**src/rtl/rab_inv_pkg.sv**
```systemverilog
// rab_inv_pkg: shared constants and types for the RAB invalidation requester.
//   - register offsets of the RAB invalidation block, relative to the config base
//   - AXI-Lite response codes and a response-error helper
//   - top-level FSM state enum
// Ports: none (package).
package rab_inv_pkg;

  localparam logic [7:0] INV_MIN_OFS    = 8'h08;
  localparam logic [7:0] INV_MAX_OFS    = 8'h10;
  localparam logic [7:0] INV_STATUS_OFS = 8'h18;

  localparam logic [1:0] RespOkay   = 2'b00;
  localparam logic [1:0] RespExokay = 2'b01;
  localparam logic [1:0] RespSlverr = 2'b10;
  localparam logic [1:0] RespDecerr = 2'b11;

  typedef enum logic [2:0] {
    StIdle   = 3'd0,
    StWrMin  = 3'd1,
    StWrMax  = 3'd2,
    StRdStat = 3'd3,
    StWaitR  = 3'd4,
    StDone   = 3'd5
  } inv_state_e;

  // Any response other than OKAY is treated as a failure of the operation.
  function automatic logic resp_is_err(input logic [1:0] resp);
    return resp != RespOkay;
  endfunction

endpackage

```
**src/rtl/rab_inv_req_if.sv**
```systemverilog
// rab_inv_req_if: AXI-Lite bus between the invalidation requester and the RAB config port.
// Parameters: AXI_LITE_ADDR_WIDTH, AXI_LITE_DATA_WIDTH.
// Modports:
//   master - initiator side (drives aw/w/ar channels, b_ready, r_ready)
//   slave  - target side (drives ready signals and the b/r response channels)
interface rab_inv_req_if #(
  parameter int unsigned AXI_LITE_ADDR_WIDTH = 32,
  parameter int unsigned AXI_LITE_DATA_WIDTH = 64
) ();

  logic [AXI_LITE_ADDR_WIDTH-1:0]   aw_addr;
  logic                             aw_valid;
  logic                             aw_ready;

  logic [AXI_LITE_DATA_WIDTH-1:0]   w_data;
  logic [AXI_LITE_DATA_WIDTH/8-1:0] w_strb;
  logic                             w_valid;
  logic                             w_ready;

  logic [1:0]                       b_resp;
  logic                             b_valid;
  logic                             b_ready;

  logic [AXI_LITE_ADDR_WIDTH-1:0]   ar_addr;
  logic                             ar_valid;
  logic                             ar_ready;

  logic [AXI_LITE_DATA_WIDTH-1:0]   r_data;
  logic [1:0]                       r_resp;
  logic                             r_valid;
  logic                             r_ready;

  modport master (
    output aw_addr, aw_valid,
    input  aw_ready,
    output w_data, w_strb, w_valid,
    input  w_ready,
    input  b_resp, b_valid,
    output b_ready,
    output ar_addr, ar_valid,
    input  ar_ready,
    input  r_data, r_resp, r_valid,
    output r_ready
  );

  modport slave (
    input  aw_addr, aw_valid,
    output aw_ready,
    input  w_data, w_strb, w_valid,
    output w_ready,
    output b_resp, b_valid,
    input  b_ready,
    input  ar_addr, ar_valid,
    output ar_ready,
    output r_data, r_resp, r_valid,
    input  r_ready
  );

endinterface

```
**src/rtl/rab_lite_wr_seq.sv**
```systemverilog
// rab_lite_wr_seq: single AXI-Lite write (AW + W + B) sequencer.
// A start_i pulse latches addr_i/data_i and raises aw_valid, w_valid and b_ready together on
// the next cycle. Each valid drops the cycle after its own handshake; b_ready drops after B.
// done_o pulses (combinationally) in the cycle in which the last of the three handshakes
// completes; err_o is valid with done_o and flags a non-OKAY b_resp.
// Ports:
//   clk_i, rst_ni         clock, synchronous active-low reset
//   start_i, addr_i,      start a write of data_i to addr_i (only while idle)
//   data_i
//   done_o, err_o         completion pulse and error flag
//   aw_*/w_*/b_*          AXI-Lite write channels, initiator side
module rab_lite_wr_seq
  import rab_inv_pkg::*;
#(
  parameter int unsigned AddrWidth = 32,
  parameter int unsigned DataWidth = 64
) (
  input  logic                   clk_i,
  input  logic                   rst_ni,
  input  logic                   start_i,
  input  logic [AddrWidth-1:0]   addr_i,
  input  logic [DataWidth-1:0]   data_i,
  output logic                   done_o,
  output logic                   err_o,
  output logic [AddrWidth-1:0]   aw_addr_o,
  output logic                   aw_valid_o,
  input  logic                   aw_ready_i,
  output logic [DataWidth-1:0]   w_data_o,
  output logic [DataWidth/8-1:0] w_strb_o,
  output logic                   w_valid_o,
  input  logic                   w_ready_i,
  input  logic [1:0]             b_resp_i,
  input  logic                   b_valid_i,
  output logic                   b_ready_o
);

  logic                 busy_q, busy_d;
  logic                 aw_valid_q, aw_valid_d;
  logic                 w_valid_q, w_valid_d;
  logic                 b_ready_q, b_ready_d;
  logic                 aw_done_q, aw_done_d;
  logic                 w_done_q, w_done_d;
  logic                 b_done_q, b_done_d;
  logic                 b_err_q, b_err_d;
  logic [AddrWidth-1:0] addr_q, addr_d;
  logic [DataWidth-1:0] data_q, data_d;

  logic aw_hs, w_hs, b_hs;

  assign aw_hs = aw_valid_q & aw_ready_i;
  assign w_hs  = w_valid_q & w_ready_i;
  assign b_hs  = b_ready_q & b_valid_i;

  // Completion counts handshakes happening this cycle, so a B that lands together with the
  // last AW/W handshake still finishes the write in that cycle.
  assign done_o = busy_q & (aw_done_q | aw_hs) & (w_done_q | w_hs) & (b_done_q | b_hs);
  assign err_o  = b_hs ? resp_is_err(b_resp_i) : b_err_q;

  assign aw_addr_o  = addr_q;
  assign aw_valid_o = aw_valid_q;
  assign w_data_o   = data_q;
  assign w_strb_o   = '1;
  assign w_valid_o  = w_valid_q;
  assign b_ready_o  = b_ready_q;

  always_comb begin
    busy_d     = busy_q;
    aw_valid_d = aw_valid_q;
    w_valid_d  = w_valid_q;
    b_ready_d  = b_ready_q;
    aw_done_d  = aw_done_q;
    w_done_d   = w_done_q;
    b_done_d   = b_done_q;
    b_err_d    = b_err_q;
    addr_d     = addr_q;
    data_d     = data_q;
    if (start_i) begin
      busy_d     = 1'b1;
      aw_valid_d = 1'b1;
      w_valid_d  = 1'b1;
      b_ready_d  = 1'b1;
      aw_done_d  = 1'b0;
      w_done_d   = 1'b0;
      b_done_d   = 1'b0;
      b_err_d    = 1'b0;
      addr_d     = addr_i;
      data_d     = data_i;
    end else begin
      if (aw_hs) begin
        aw_valid_d = 1'b0;
        aw_done_d  = 1'b1;
      end
      if (w_hs) begin
        w_valid_d = 1'b0;
        w_done_d  = 1'b1;
      end
      if (b_hs) begin
        b_ready_d = 1'b0;
        b_done_d  = 1'b1;
        b_err_d   = resp_is_err(b_resp_i);
      end
      if (done_o) begin
        busy_d = 1'b0;
      end
    end
  end

  always_ff @(posedge clk_i) begin
    if (!rst_ni) begin
      busy_q     <= 1'b0;
      aw_valid_q <= 1'b0;
      w_valid_q  <= 1'b0;
      b_ready_q  <= 1'b0;
      aw_done_q  <= 1'b0;
      w_done_q   <= 1'b0;
      b_done_q   <= 1'b0;
      b_err_q    <= 1'b0;
      addr_q     <= '0;
      data_q     <= '0;
    end else begin
      busy_q     <= busy_d;
      aw_valid_q <= aw_valid_d;
      w_valid_q  <= w_valid_d;
      b_ready_q  <= b_ready_d;
      aw_done_q  <= aw_done_d;
      w_done_q   <= w_done_d;
      b_done_q   <= b_done_d;
      b_err_q    <= b_err_d;
      addr_q     <= addr_d;
      data_q     <= data_d;
    end
  end

endmodule

```
**src/rtl/rab_inv_req.sv**
```systemverilog
// rab_inv_req: issues one RAB TLB invalidation per request over AXI-Lite.
// Sequence: write min to CFG_BASE+INV_MIN_OFS, write max to CFG_BASE+INV_MAX_OFS (this write
// triggers invalidation), then poll CFG_BASE+INV_STATUS_OFS until bit 0 (busy) reads 0.
// A one-cycle done_o pulse ends every accepted request; err_o flags a bad range (min > max),
// any non-OKAY response or, when enabled, a poll timeout.
// Optional feature macro: RAB_INV_TIMEOUT_EN - give up with an error on the MAX_POLLS-th busy
// status read. Without it, polling continues indefinitely and MAX_POLLS is unused.
// Ports:
//   clk_i, rst_ni                     clock, synchronous active-low reset
//   req_valid_i, req_ready_o          request handshake
//   req_addr_min_i, req_addr_max_i    inclusive invalidation range
//   done_o, err_o                     completion pulse and error flag
//   axi                               AXI-Lite initiator (rab_inv_req_if.master)
module rab_inv_req
  import rab_inv_pkg::*;
#(
  parameter int unsigned                   AXI_LITE_ADDR_WIDTH = 32,
  parameter int unsigned                   AXI_LITE_DATA_WIDTH = 64,
  parameter logic [AXI_LITE_ADDR_WIDTH-1:0] CFG_BASE           = '0,
  parameter int unsigned                   MAX_POLLS           = 1024
) (
  input  logic                           clk_i,
  input  logic                           rst_ni,
  input  logic                           req_valid_i,
  output logic                           req_ready_o,
  input  logic [AXI_LITE_DATA_WIDTH-1:0] req_addr_min_i,
  input  logic [AXI_LITE_DATA_WIDTH-1:0] req_addr_max_i,
  output logic                           done_o,
  output logic                           err_o,
  rab_inv_req_if.master                  axi
);

  localparam logic [AXI_LITE_ADDR_WIDTH-1:0] MinAddr =
      CFG_BASE + AXI_LITE_ADDR_WIDTH'(INV_MIN_OFS);
  localparam logic [AXI_LITE_ADDR_WIDTH-1:0] MaxAddr =
      CFG_BASE + AXI_LITE_ADDR_WIDTH'(INV_MAX_OFS);
  localparam logic [AXI_LITE_ADDR_WIDTH-1:0] StatAddr =
      CFG_BASE + AXI_LITE_ADDR_WIDTH'(INV_STATUS_OFS);

  inv_state_e                     state_q, state_d;
  logic [AXI_LITE_DATA_WIDTH-1:0] max_q, max_d;
  logic                           err_q, err_d;

  logic                           wr_start;
  logic [AXI_LITE_ADDR_WIDTH-1:0] wr_addr;
  logic [AXI_LITE_DATA_WIDTH-1:0] wr_data;
  logic                           wr_done;
  logic                           wr_err;

`ifdef RAB_INV_TIMEOUT_EN
  localparam int unsigned PollW = (MAX_POLLS > 1) ? $clog2(MAX_POLLS) : 1;
  logic [PollW-1:0] poll_cnt_q, poll_cnt_d;
  logic             poll_limit;

  // Counter holds the number of busy reads seen so far; the next busy read is the last allowed.
  assign poll_limit = (32'(poll_cnt_q) == (MAX_POLLS - 32'd1));
`endif

  rab_lite_wr_seq #(
    .AddrWidth(AXI_LITE_ADDR_WIDTH),
    .DataWidth(AXI_LITE_DATA_WIDTH)
  ) u_wr_seq (
    .clk_i     (clk_i),
    .rst_ni    (rst_ni),
    .start_i   (wr_start),
    .addr_i    (wr_addr),
    .data_i    (wr_data),
    .done_o    (wr_done),
    .err_o     (wr_err),
    .aw_addr_o (axi.aw_addr),
    .aw_valid_o(axi.aw_valid),
    .aw_ready_i(axi.aw_ready),
    .w_data_o  (axi.w_data),
    .w_strb_o  (axi.w_strb),
    .w_valid_o (axi.w_valid),
    .w_ready_i (axi.w_ready),
    .b_resp_i  (axi.b_resp),
    .b_valid_i (axi.b_valid),
    .b_ready_o (axi.b_ready)
  );

  // Read channel is a pure function of state: AR only in RdStat, R only in WaitR, so AR and AW
  // can never be raised together and only one transaction is ever outstanding.
  assign axi.ar_addr  = StatAddr;
  assign axi.ar_valid = (state_q == StRdStat);
  assign axi.r_ready  = (state_q == StWaitR);

  assign req_ready_o = (state_q == StIdle);
  assign done_o      = (state_q == StDone);
  assign err_o       = (state_q == StDone) & err_q;

  always_comb begin
    state_d  = state_q;
    max_d    = max_q;
    err_d    = err_q;
    wr_start = 1'b0;
    wr_addr  = MinAddr;
    wr_data  = req_addr_min_i;
`ifdef RAB_INV_TIMEOUT_EN
    poll_cnt_d = poll_cnt_q;
`endif
    unique case (state_q)
      StIdle: begin
`ifdef RAB_INV_TIMEOUT_EN
        poll_cnt_d = '0;
`endif
        if (req_valid_i) begin
          max_d = req_addr_max_i;
          if (req_addr_min_i > req_addr_max_i) begin
            err_d   = 1'b1;
            state_d = StDone;
          end else begin
            // Start fires on the accepting edge so the valids are up on WrMin entry.
            wr_start = 1'b1;
            state_d  = StWrMin;
          end
        end
      end
      StWrMin: begin
        if (wr_done) begin
          if (wr_err) begin
            err_d   = 1'b1;
            state_d = StDone;
          end else begin
            wr_start = 1'b1;
            wr_addr  = MaxAddr;
            wr_data  = max_q;
            state_d  = StWrMax;
          end
        end
      end
      StWrMax: begin
        if (wr_done) begin
          if (wr_err) begin
            err_d   = 1'b1;
            state_d = StDone;
          end else begin
            state_d = StRdStat;
          end
        end
      end
      StRdStat: begin
        if (axi.ar_ready) begin
          state_d = StWaitR;
        end
      end
      StWaitR: begin
        if (axi.r_valid) begin
          if (resp_is_err(axi.r_resp)) begin
            err_d   = 1'b1;
            state_d = StDone;
          end else if (axi.r_data[0]) begin
`ifdef RAB_INV_TIMEOUT_EN
            if (poll_limit) begin
              err_d   = 1'b1;
              state_d = StDone;
            end else begin
              poll_cnt_d = poll_cnt_q + PollW'(1);
              state_d    = StRdStat;
            end
`else
            state_d = StRdStat;
`endif
          end else begin
            state_d = StDone;
          end
        end
      end
      StDone: begin
        err_d   = 1'b0;
        state_d = StIdle;
      end
      default: begin
        state_d = StIdle;
      end
    endcase
  end

  always_ff @(posedge clk_i) begin
    if (!rst_ni) begin
      state_q <= StIdle;
      max_q   <= '0;
      err_q   <= 1'b0;
    end else begin
      state_q <= state_d;
      max_q   <= max_d;
      err_q   <= err_d;
    end
  end

`ifdef RAB_INV_TIMEOUT_EN
  always_ff @(posedge clk_i) begin
    if (!rst_ni) begin
      poll_cnt_q <= '0;
    end else begin
      poll_cnt_q <= poll_cnt_d;
    end
  end
`endif

endmodule

```
**src/flat_wrapper.sv**
```systemverilog
// flat-port wrapper written by rule: the top's interface ports become plain ports
module rab_inv_req_flat import rab_inv_pkg::*;
#(
  parameter int unsigned                   AXI_LITE_ADDR_WIDTH = 32,
  parameter int unsigned                   AXI_LITE_DATA_WIDTH = 64,
  parameter logic [AXI_LITE_ADDR_WIDTH-1:0] CFG_BASE           = '0,
  parameter int unsigned                   MAX_POLLS           = 1024
)
  (clk_i, rst_ni, req_valid_i, req_ready_o, req_addr_min_i, req_addr_max_i, done_o, err_o, axi_aw_addr, axi_aw_valid, axi_aw_ready, axi_w_data, axi_w_strb, axi_w_valid, axi_w_ready, axi_b_resp, axi_b_valid, axi_b_ready, axi_ar_addr, axi_ar_valid, axi_ar_ready, axi_r_data, axi_r_resp, axi_r_valid, axi_r_ready);
  rab_inv_req_if #(.AXI_LITE_ADDR_WIDTH(AXI_LITE_ADDR_WIDTH), .AXI_LITE_DATA_WIDTH(AXI_LITE_DATA_WIDTH)) axi_i ();
  input  logic clk_i;
  input  logic rst_ni;
  input  logic req_valid_i;
  output logic req_ready_o;
  input  logic [AXI_LITE_DATA_WIDTH-1:0] req_addr_min_i;
  input  logic [AXI_LITE_DATA_WIDTH-1:0] req_addr_max_i;
  output logic done_o;
  output logic err_o;
  output wire logic [$bits(axi_i.aw_addr)-1:0] axi_aw_addr;
  output wire logic [$bits(axi_i.aw_valid)-1:0] axi_aw_valid;
  input wire logic [$bits(axi_i.aw_ready)-1:0] axi_aw_ready;
  output wire logic [$bits(axi_i.w_data)-1:0] axi_w_data;
  output wire logic [$bits(axi_i.w_strb)-1:0] axi_w_strb;
  output wire logic [$bits(axi_i.w_valid)-1:0] axi_w_valid;
  input wire logic [$bits(axi_i.w_ready)-1:0] axi_w_ready;
  input wire logic [$bits(axi_i.b_resp)-1:0] axi_b_resp;
  input wire logic [$bits(axi_i.b_valid)-1:0] axi_b_valid;
  output wire logic [$bits(axi_i.b_ready)-1:0] axi_b_ready;
  output wire logic [$bits(axi_i.ar_addr)-1:0] axi_ar_addr;
  output wire logic [$bits(axi_i.ar_valid)-1:0] axi_ar_valid;
  input wire logic [$bits(axi_i.ar_ready)-1:0] axi_ar_ready;
  input wire logic [$bits(axi_i.r_data)-1:0] axi_r_data;
  input wire logic [$bits(axi_i.r_resp)-1:0] axi_r_resp;
  input wire logic [$bits(axi_i.r_valid)-1:0] axi_r_valid;
  output wire logic [$bits(axi_i.r_ready)-1:0] axi_r_ready;
  assign axi_aw_addr = axi_i.aw_addr;
  assign axi_aw_valid = axi_i.aw_valid;
  assign axi_i.aw_ready = axi_aw_ready;
  assign axi_w_data = axi_i.w_data;
  assign axi_w_strb = axi_i.w_strb;
  assign axi_w_valid = axi_i.w_valid;
  assign axi_i.w_ready = axi_w_ready;
  assign axi_i.b_resp = axi_b_resp;
  assign axi_i.b_valid = axi_b_valid;
  assign axi_b_ready = axi_i.b_ready;
  assign axi_ar_addr = axi_i.ar_addr;
  assign axi_ar_valid = axi_i.ar_valid;
  assign axi_i.ar_ready = axi_ar_ready;
  assign axi_i.r_data = axi_r_data;
  assign axi_i.r_resp = axi_r_resp;
  assign axi_i.r_valid = axi_r_valid;
  assign axi_r_ready = axi_i.r_ready;
  rab_inv_req #(.AXI_LITE_ADDR_WIDTH(AXI_LITE_ADDR_WIDTH), .AXI_LITE_DATA_WIDTH(AXI_LITE_DATA_WIDTH), .CFG_BASE(CFG_BASE), .MAX_POLLS(MAX_POLLS)) u_core (.clk_i(clk_i), .rst_ni(rst_ni), .req_valid_i(req_valid_i), .req_ready_o(req_ready_o), .req_addr_min_i(req_addr_min_i), .req_addr_max_i(req_addr_max_i), .done_o(done_o), .err_o(err_o), .axi(axi_i));
endmodule
```
**config.mk**
```make
export PLATFORM = sky130hd
export DESIGN_NAME = rab_inv_req_flat
export DESIGN_NICKNAME = d
export VERILOG_FILES = /design/src/rtl/rab_inv_pkg.sv /design/src/rtl/rab_inv_req_if.sv /design/src/rtl/rab_lite_wr_seq.sv /design/src/rtl/rab_inv_req.sv /design/src/flat_wrapper.sv
export SDC_FILE = /design/constraint.sdc
export NUM_CORES = 1
export LEC_CHECK = 0
export CAP_MARGIN = 20
export CORE_AREA = 4 4 132 134
export DETAILED_ROUTE_END_ITERATION = 10
export DIE_AREA = 0 0 136 138
export DONT_BUFFER_PORTS = 1
export HOLD_SLACK_MARGIN = 0.15
export PLACE_DENSITY = 0.66
export SLEW_MARGIN = 20
export SYNTH_ARGS = -nofsm -noshare
export SYNTH_HDL_FRONTEND = slang
export SYNTH_SLANG_ARGS = --single-unit
```
**constraint.sdc**
```tcl
create_clock -name clk_i -period 6.55 [get_ports clk_i]
set_input_delay 0.3275 -clock clk_i [delete_from_list [all_inputs] [get_ports clk_i]]
set_output_delay 0.3275 -clock clk_i [all_outputs]
set_load 0.01 [all_outputs]
```
==> flow_metrics.tcl <==
set metrics [dict create \
    wire_per_inst_um 18.66 \
    yosysTopAreaCell "dfxtp_1" \
    timing_hold_violations_final 0 \
    synthToLayoutAreaGrowth_pct 22.83 \
    antenna_left 0 \
    synth_flop_cell "dfxtp_1" \
    leakage_uw 0.004380 \
    vias 6967 \
    synth_edf_count 0 \
    cp.required_ns 6.90 \
    worstMarginPinSlew_ns 1.001 \
    tritoncts "built" \
    die_area_mm2 0.01877 \
    max_freq_ghz 0.2583 \
    maxSlewHeadroom_pct 33.09 \
    grt_use_total_pct 24.35 \
    synth_top_area_share_pct 37.00 \
    sw_frac_of_total_pct 33.60 \
    syn_area_mm2 0.007682 \
    r2r_setup_slack_ns 3.11 \
    drtPass1Iterations 5 \
    crit_arrival_ns 4.22 \
    cp-start-kind "primary input" \
    dp_hpwl_um 14410 \
    wl_met3_um 2370 \
    root_buffer "clkbuf_16" \
    maxCapViolations 0 \
    cts_setup_buffers 0 \
    overflow 0 \
    power_uw 2851 \
    clock_path_buffers 2 \
    die_w_um 136 \
    drive_gt1_share_pct 4.967 \
    cellPowerDensity_mw_per_mm2 302.2 \
    ys_types 47 \
    timing.final.crit_share_pct 59.11 \
    end_kind "flop" \
    top_layer "met4" \
    p_comb_share_pct 24.5 \
    clkPwrFrac_pct 33.7 \
    rows 47 \
    antennaDiodeCount 0 \
    drt-met1-wl_um 9274 \
    p_int_uw 1893 \
    final_nets 1303 \
    async_reset_ff_share_pct 0 \
    layout_commonest_cell "nand2_1" \
    viasPerCell 5.499 \
    first_global_vias 6956 \
    wl_um 23650 \
    finalCriticalPeriod_ns 3.872 \
    start_util_pct 47.16 \
    ys_seq_elements 142 \
    synth_area_leaders "dfxtp_1, ha_1, nand2_1, buf_4, a221o_1" \
    switchingPower_uw 958.0 \
    route.detailed.drc 0 \
    clk_latency_ns 0.41 \
    antenna_found_initial 1 \
    syn_avg_cell_area_um2 8.278 \
    outcome "completed" \
    route.met2.wl_um 11440 \
    tns_ns 0 \
    peakVddDrop_mv 0.2498 \
    gp_congestion 0.7820 \
    setup_viol 0 \
    syn_inst 928 \
    clk_pin_slew_ns 0.06 \
    coreArea_mm2 0.01629 \
    ios 348 \
    criticalPathCategory "primary input to flop" \
    cts_sinks 142 \
    die_y_um 138 \
    grt_max_degree 71 \
    htreeDepth 4 \
    grt_pass1_wl_um 36500 \
    numPortBuffers 0 \
    synth_seq_area_share_pct 37.00 \
    drt_iter0_drc 379 \
    p_seq_share_pct 41.8 \
    cts_buffers 17 \
    worstPathMaxFanout 31 \
    yosysWarnings 0 \
    skew_ns 0.007139 \
    hold_class "primary input to flop" \
    rsz0062_at_grt "no" \
    slew_viol_final 0 \
    final_cell_mix "nand2_1, dfxtp_1, dlygate4sd3_1" \
]
## layer usage
metal / vias up / GRT usage [%]
met4: 0 / 9.708
li1: 3332 / -
met5: - / 0
met1: 3260 / 28.47
met3: 52 / 7.449
met2: 323 / 41.33
## worst max-delay path, stage by stage
cell and delay (ns):
inv_1 0.02, ha_1 0.30, nand4_1 0.15, nor4_2 0.76, nand4_1 0.29, a31oi_1 0.33
or4_4 0.21, nand2_2 0.27, a21oi_4 0.89, buf_4 0.44, a221o_1 0.21
## final timing paths
check / startpoint / end / cells after the start
setup / recovery: req_addr_max_i[62] / u_core.u_wr_seq.w_data_o[1] / 11
hold / removal: rst_ni / u_core.u_wr_seq.w_data_o[42] / 2
setup reg to reg: u_core.state_q[1] / u_core.u_wr_seq.w_data_o[56] / 6
hold reg to reg: u_core.max_q[41] / u_core.max_q[41] / 2
## repair_timing
action	in CTS	in global routing
resized for setup	0	0
hold endpoints to repair	136	0
endpoints found under the setup margin	0	0
hold buffers	134	0
## kinds of logic (layout without fill, tap and decap cells)
| logic type | count (synthesis) | in the layout | synth area share (%) |
|---|---|---|---|
| DFF | 142 | 142 | 37.00 |
| buffers and inverters | 193 | 244 | 13.93 |
| and+or+nand+nor | 312 | 312 | 19.71 |
| other | 2 | 70 | 0.09776 |
| AOI/OAI and AO/OA | 212 | 212 | 18.42 |
| adders and majority gates | 65 | 65 | 10.55 |
| muxes | 2 | 2 | 0.2931 |
## final cells by class
| class | count | area (um2) |
|---|---|---|
| clock buffers | 22 | 474.2 |
| clock inverters | 9 | 111.4 |
| fillers | 1461 | 6853 |
| inverters | 71 | 266.5 |
| multi-input cells | 661 | 4053 |
| flip-flops and latches | 142 | 2843 |
| well taps | 220 | 275.3 |
| repair buffers | 142 | 1414 |
## cell usage after synthesis, types with 4 or more instances
cell and n:
buf_6 11, nand3_1 20, nor2b_1 4, nor3_1 6
clkbuf_1 41, nor2_1 17, a21o_1 5, and3_1 65
a21oi_1 102, a31oi_1 15, nand2_1 166, dfxtp_1 142
inv_1 70, o21ai_0 19, buf_4 70, ha_1 64
nand4_1 12, nand2b_1 5, a221o_1 52
## power by group through the flow
stage	Combinational [uW]	Clock, uW	Sequential (uW)
CTS	695	979	1190
detailed placement	625	0	1210
finish	700	960	1190
global route	786	1020	1210
floorplan	556	0	1160
global placement	612	0	1200
## sequential cells by signal (all words and copies together), names as in the netlist
name / count
u_core.max_q: 64
u_core.u_wr_seq.w_valid_o: 1
u_core.u_wr_seq.w_done_q: 1
u_core.err_q: 1
u_core.u_wr_seq.aw_addr_o: 2
u_core.u_wr_seq.aw_valid_o: 1
u_core.u_wr_seq.w_data_o: 64
u_core.u_wr_seq.b_err_q: 1
u_core.u_wr_seq.b_ready_o: 1
u_core.state_q: 3
u_core.u_wr_seq.busy_q: 1
u_core.u_wr_seq.aw_done_q: 1
u_core.u_wr_seq.b_done_q: 1
## metrics by stage
| stage | cell area, um2 | cells | worst slack (ns) | hold WS (ns) | util (%) |
|---|---|---|---|---|---|
| floorplan | 7938 | 996 | 3.941 | 0.4319 | - |
| global placement | 7482 | 1100 | 2.266 | 0.4370 | 45.93 |
| detailed placement | 7502 | 1101 | 2.234 | 0.4418 | 46.06 |
| CTS | 9429 | 1266 | 2.664 | 0.1501 | 57.88 |
| global route | 9437 | 1267 | 2.504 | 0.1509 | 57.93 |
| finish | 9437 | 1267 | 2.678 | 0.1681 | 57.93 |
(Power assumes the default switching activity.)
